**config.mk**
```make
export PLATFORM = sky130hd
export DESIGN_NAME = dmem_arbiter
export DESIGN_NICKNAME = d
export VERILOG_FILES = /design/src/rtl/dmem_arbiter.sv
export SDC_FILE = /design/constraint.sdc
export NUM_CORES = 1
export LEC_CHECK = 0
export BUFFER_PORTS_ARGS = -buffer_cell sky130_fd_sc_hd__buf_2
export CORE_AREA = 8 8 114 116
export CTS_CLUSTER_DIAMETER = 100
export DETAILED_ROUTE_END_ITERATION = 8
export DIE_AREA = 0 0 122 124
export PLACE_DENSITY = 0.69
export SYNTH_ARGS = -nofsm -noshare
export SYNTH_HDL_FRONTEND = slang
export SYNTH_SLANG_ARGS = --single-unit
```
**constraint.sdc**
```tcl
create_clock -name clk_i -period 2 [get_ports clk_i]
set_input_delay 0.1 -clock clk_i [delete_from_list [all_inputs] [get_ports clk_i]]
set_output_delay 0.1 -clock clk_i [all_outputs]
set_load 0.005 [all_outputs]
```
**src/rtl/dmem_arbiter.sv**
```systemverilog
// Data-memory arbiter: shares the single-ported data_mem between the
// load/store unit (port 0) and the debug/program-loader port (port 1).
module dmem_arbiter #(
    parameter int WIDTH       = 32,
    parameter int DEPTH_BYTES = 1024,
    parameter int MAX_WAIT    = 4
) (
    input  logic             clk_i,
    input  logic             reset_i,

    input  logic             p0_req_i,
    input  logic             p0_we_i,
    input  logic [2:0]       p0_width_i,
    input  logic [WIDTH-1:0] p0_addr_i,
    input  logic [WIDTH-1:0] p0_wdata_i,
    output logic             p0_gnt_o,
    output logic             p0_rvalid_o,
    output logic [WIDTH-1:0] p0_rdata_o,
    output logic             p0_err_o,

    input  logic             p1_req_i,
    input  logic             p1_we_i,
    input  logic [2:0]       p1_width_i,
    input  logic [WIDTH-1:0] p1_addr_i,
    input  logic [WIDTH-1:0] p1_wdata_i,
    output logic             p1_gnt_o,
    output logic             p1_rvalid_o,
    output logic [WIDTH-1:0] p1_rdata_o,
    output logic             p1_err_o,
    input  logic             p1_lock_i,

    output logic             mem_we_o,
    output logic [2:0]       mem_width_o,
    output logic [WIDTH-1:0] mem_addr_o,
    output logic [WIDTH-1:0] mem_wdata_o,
    input  logic [WIDTH-1:0] mem_rdata_i
);

    // Access-width codes (RISC-V funct3 style: lb/lh/lw)
    localparam logic [2:0] W_8S  = 3'b000;
    localparam logic [2:0] W_16S = 3'b001;
    localparam logic [2:0] W_32  = 3'b010;

    localparam int CW = $clog2(MAX_WAIT + 1);

    typedef enum logic {
        ST_ARB,
        ST_LOCKED
    } state_t;

    state_t           r_state;
    state_t           w_state_nxt;
    logic [CW-1:0]    r_wait_cnt;
    logic             w_wait_full;

    logic             w_gnt0;
    logic             w_gnt1;
    logic             w_any;

    logic             w_sel_we;
    logic [2:0]       w_sel_width;
    logic [WIDTH-1:0] w_sel_addr;
    logic [WIDTH-1:0] w_sel_wdata;
    logic             w_err;

    logic             r_rvalid0;
    logic             r_rvalid1;
    logic             r_err0;
    logic             r_err1;
    logic [WIDTH-1:0] r_rdata0;
    logic [WIDTH-1:0] r_rdata1;

    assign w_wait_full = (r_wait_cnt == CW'(MAX_WAIT));

    // Grant decision and next state; nothing is granted while in reset
    always_comb begin
        w_gnt0      = 1'b0;
        w_gnt1      = 1'b0;
        w_state_nxt = r_state;
        if (!reset_i) begin
            case (r_state)
                ST_ARB: begin
                    if (p1_req_i && (w_wait_full || !p0_req_i)) begin
                        w_gnt1 = 1'b1;
                    end else if (p0_req_i) begin
                        w_gnt0 = 1'b1;
                    end
                    if (w_gnt1 && p1_lock_i) begin
                        w_state_nxt = ST_LOCKED;
                    end
                end
                ST_LOCKED: begin
                    w_gnt1 = p1_req_i;
                    if (!p1_lock_i) begin
                        w_state_nxt = ST_ARB;
                    end
                end
                default: w_state_nxt = ST_ARB;
            endcase
        end
    end

    assign w_any       = w_gnt0 | w_gnt1;
    assign w_sel_we    = w_gnt1 ? p1_we_i    : p0_we_i;
    assign w_sel_width = w_gnt1 ? p1_width_i : p0_width_i;
    assign w_sel_addr  = w_gnt1 ? p1_addr_i  : p0_addr_i;
    assign w_sel_wdata = w_gnt1 ? p1_wdata_i : p0_wdata_i;

    // Alignment, width-code and range check of the selected request
    always_comb begin
        w_err = 1'b0;
        case (w_sel_width)
            W_32:    w_err = (w_sel_addr[1:0] != 2'b00);
            W_16S:   w_err = w_sel_addr[0];
            W_8S:    w_err = 1'b0;
            default: w_err = 1'b1;
        endcase
        if (w_sel_addr >= WIDTH'(DEPTH_BYTES)) begin
            w_err = 1'b1;
        end
    end

    assign p0_gnt_o    = w_gnt0;
    assign p1_gnt_o    = w_gnt1;
    assign mem_we_o    = w_any & w_sel_we & ~w_err;
    assign mem_width_o = w_any ? w_sel_width : 3'b000;
    assign mem_addr_o  = w_any ? w_sel_addr  : '0;
    assign mem_wdata_o = w_any ? w_sel_wdata : '0;

    // FSM state register
    always_ff @(posedge clk_i) begin
        if (reset_i) begin
            r_state <= ST_ARB;
        end else begin
            r_state <= w_state_nxt;
        end
    end

    // Port-1 starvation counter; frozen while port 1 owns the memory
    always_ff @(posedge clk_i) begin
        if (reset_i) begin
            r_wait_cnt <= '0;
        end else if (!p1_req_i || w_gnt1) begin
            r_wait_cnt <= '0;
        end else if (r_state == ST_ARB && !w_wait_full) begin
            r_wait_cnt <= r_wait_cnt + CW'(1);
        end
    end

    // Response registers: one-cycle rvalid, rdata held until next response
    always_ff @(posedge clk_i) begin
        if (reset_i) begin
            r_rvalid0 <= 1'b0;
            r_rvalid1 <= 1'b0;
            r_err0    <= 1'b0;
            r_err1    <= 1'b0;
            r_rdata0  <= '0;
            r_rdata1  <= '0;
        end else begin
            r_rvalid0 <= w_gnt0;
            r_rvalid1 <= w_gnt1;
            r_err0    <= w_gnt0 & w_err;
            r_err1    <= w_gnt1 & w_err;
            if (w_gnt0) begin
                r_rdata0 <= (w_err || w_sel_we) ? '0 : mem_rdata_i;
            end
            if (w_gnt1) begin
                r_rdata1 <= (w_err || w_sel_we) ? '0 : mem_rdata_i;
            end
        end
    end

    // A reset arriving in the response cycle drops that response
    assign p0_rvalid_o = r_rvalid0 & ~reset_i;
    assign p1_rvalid_o = r_rvalid1 & ~reset_i;
    assign p0_err_o    = r_err0 & ~reset_i;
    assign p1_err_o    = r_err1 & ~reset_i;
    assign p0_rdata_o  = r_rdata0;
    assign p1_rdata_o  = r_rdata1;

endmodule

```
==> results.md <==
- CTS Root Cell: clkbuf_16
- Status: finished with violations
- Final Power: about 3.8 mW
- Hold WC Path Type: in2reg
- Gr usage total: between 20% and 30%
- Die H: roughly 120 um
- Die area: approximately 0.015 mm2
- Syn avg cell area: about 11 um2
- Most common cell after layout, fill and taps aside: buf_2
- Endpoints failing hold: 0
- Period utilization: 101.6%
- Initial Utilization: 28.70%
- Post-synth EDFFs: 0
- Via count of the first global-routing pass: ~4,300
- Violated checks: setup timing
- Initial DRC count: 189
- Num CTS Buffers: 9
- Critical path data required time: approximately 1.9 ns
- DRC: 0
- Routed met3 length: roughly 1.9 mm
- Post-synth ARST share: 0%
- Routed wl met2: between 9 and 10 mm
- Core Rows: 39
- Slew @ Worst Pin: 0.3969 ns
- Final #Nets: 809
- WL/cell: 21.84 um
- CP Depth: 8
- Setup crit start: r_wait_cnt[0]
- Net count after synthesis: roughly 470
- CTS sink count: 72
- Worst Path Buf+Inv: 4
- Drt pass-1 iters: 5
- Crit start category: register
- Mapped Cells: ~290
- RSZ-0062 raised after global routing: yes
- Largest net degree at the start of global routing: 37
- Setup tns final: -0.9869 ns
- Vias: between 4,000 and 5,000
- Delay-heaviest family, CP: buffers and inverters
- DP HPWL: between 10 and 15 mm
- Cell Chain, Critical Path: inv_2, ha_4, nand3_2, and3b_2, buf_12, buf_16, a22o_1, buf_2
- Cell area after synthesis: approximately 0.0032 mm2
- Clock latency on the worst-skew pair: roughly 0.33 ns
- FF-to-FF End: p1_rdata_o[15]
- Number of cells on the worst reg-to-reg path: 10
- # Max-Cap Violations: 0
- Met1 Wirelength: 6.037 mm
- Max clock buf depth: 2
- Routability congestion estimate: about 0.85
- Vias/cell: roughly 5
- Crit path time final: between 2 and 2.5 ns
- Critical path arrival: 1.93 ns
- Yosys reg bits: 72
- Worst path slowest cell: dfxtp_2
- Remaining Overflow, GRT: 0
- Classification of the worst setup path: reg2out
- Share of cells above drive strength 1: 58.84%
- Initial antenna violation count: 2
- Top-area cell type share of the netlist area: 44.95%
- CP endpoint kind: primary output
- Die Wd: between 100 and 150 um
- Worst setup path endpoint: mem_wdata_o[5]
- First-pass GRT wire length: about 23 mm
- Post-synth top flop: dfxtp_1
- Ys Warns: 0
- Port Buf Inserts: slightly above 300
- Sequential share of the synthesized area: 44.95%
- Critical path fanouts, max: 17
- Final Max Slew Viols: 0
- Antenna viol nets, final: 0
- Fmax: roughly 490 MHz
- Area growth from synthesis to layout: 81.51%
- Total leakage power: approximately 3.1 nW
- Max Used Layer: met4
- Final worst slack: -0.03133 ns
- Finish-stage setup viols: 68
- VDD IR max: 523.1 uV
- Routed WL: roughly 17 mm
- Placeable Area: roughly 0.011 mm2
- H-tree Lvls: 3
- DP Worst Slack: -0.03895 ns
- Most frequent cells in the layout: buf_2 (310), a22o_1 (131), dfxtp_1 (70)
- Ports: between 300 and 400
- Setup slack, reg-to-reg: -0.02 ns
- Synth top area cells: dfxtp_1 (45%), a22o_1 (36%), buf_6 (2.5%)
- Pwr dens: around 650 mW/mm2
- CTS tree: yes
- Worst r2r src: r_wait_cnt[0]
- Area leader, netlist: dfxtp_1
- Largest stage delay, worst path: approximately 0.33 ns
- Slew headroom: about 73%
- Clock-pin slew of the registers on the worst-case setup and hold paths: roughly 0.06 ns
- Final setup skew: between 0.007 and 0.008 ns
- Synth cell types: 32
==> power breakdown <==
| part | leakage, nW | total (mW) | internal, mW | switching, mW |
|---|---|---|---|---|
| sequential | 0.582 | 1.44 | 1.44 | 0.00252 |
| combinational | 2.33 | 0.636 | 0.344 | 0.292 |
| clock | 0.153 | 1.70 | 1.10 | 0.604 |
| total | 3.06 | 3.78 | 2.88 | 0.898 |
==> cell usage after synthesis, types with 3 or more instances <==
cell type / n
dfxtp_1: 72
a21boi_0: 3
inv_1: 4
nand2_1: 4
buf_2: 3
a22o_1: 131
nor2_1: 6
buf_6: 7
clkbuf_1: 14
nor4_1: 10
buf_1: 5
nor3_1: 5
a21oi_1: 5
==> layer usage <==
metal  track usage, %  up-vias
met2            35.70      214
li1                 -     1865
met4            6.245        0
met3            8.432       17
met1            21.11     1928
met5                0        -
==> cell families after synthesis <==
group,share of synthesized area [%]
mux,0.3511
fa+ha+maj,0.7802
xor+xnor,0.2732
buf+inv,5.618
flops,44.95
simple gates,8.935
compound gates,39.09
==> worst min-delay path by stage <==
stage | startpoint | end | cells past startpoint
after floorplan | mem_rdata_i[0] | p0_rdata_o[0] | 1
after global placement | mem_rdata_i[27] | p0_rdata_o[27] | 2
after detailed placement | mem_rdata_i[8] | p0_rdata_o[8] | 2
after CTS | mem_rdata_i[19] | p1_rdata_o[19] | 2
after global routing | mem_rdata_i[6] | p0_rdata_o[6] | 2
final | mem_rdata_i[19] | p1_rdata_o[19] | 2
==> worst reg2reg max path: stages, from the launching register on <==
cell,delay (ns)
dfxtp_2,0.33
inv_2,0.07
ha_4,0.16
nand2_4,0.06
a21boi_4,0.28
buf_6,0.15
nand4_4,0.12
nor4b_4,0.31
buf_6,0.18
clkbuf_16,0.17
a22o_1,0.13
==> sequential cells by signal, indices dropped and copies added, names as in the netlist <==
name	cells
p1_rdata_o	32
p0_rdata_o	32
r_rvalid0	1
r_rvalid1	1
r_wait_cnt	3
r_state	1
r_err0	1
r_err1	1
==> area by class of cell <==
class / instances / area, um2
antenna: 3 / 7.507
tap: 143 / 178.9
multi-input combinational: 189 / 1627
inverter: 4 / 15.01
clock inverter: 6 / 90.09
fill: 1010 / 5354
timing repair buffer: 358 / 2230
clock buffer: 10 / 229.0
sequential: 72 / 1444
==> timing repair <==
action | CTS | global route
setup endpoints to repair | 114 | 133
hold buffers | 16 | 0
pin swaps | 8 | 7
cloned | 4 | 6
hold endpoints to repair | 23 | 0
resized for setup | 15 | 5
setup buffers | 4 | 7
==> stage by stage <==
step / util (%) / hold WS [ns] / instances / area [um2]
after floorplan: - / 0.2257 / 294 / 3207
after global placement: 43.96 / 0.3269 / 729 / 4912
after detailed placement: 43.96 / 0.3262 / 729 / 4912
after CTS: 50.06 / 0.0001396 / 769 / 5594
after global routing: 52.07 / 0.004359 / 784 / 5818
final: 52.09 / 0.007708 / 785 / 5821
(Power assumes the default switching activity.)
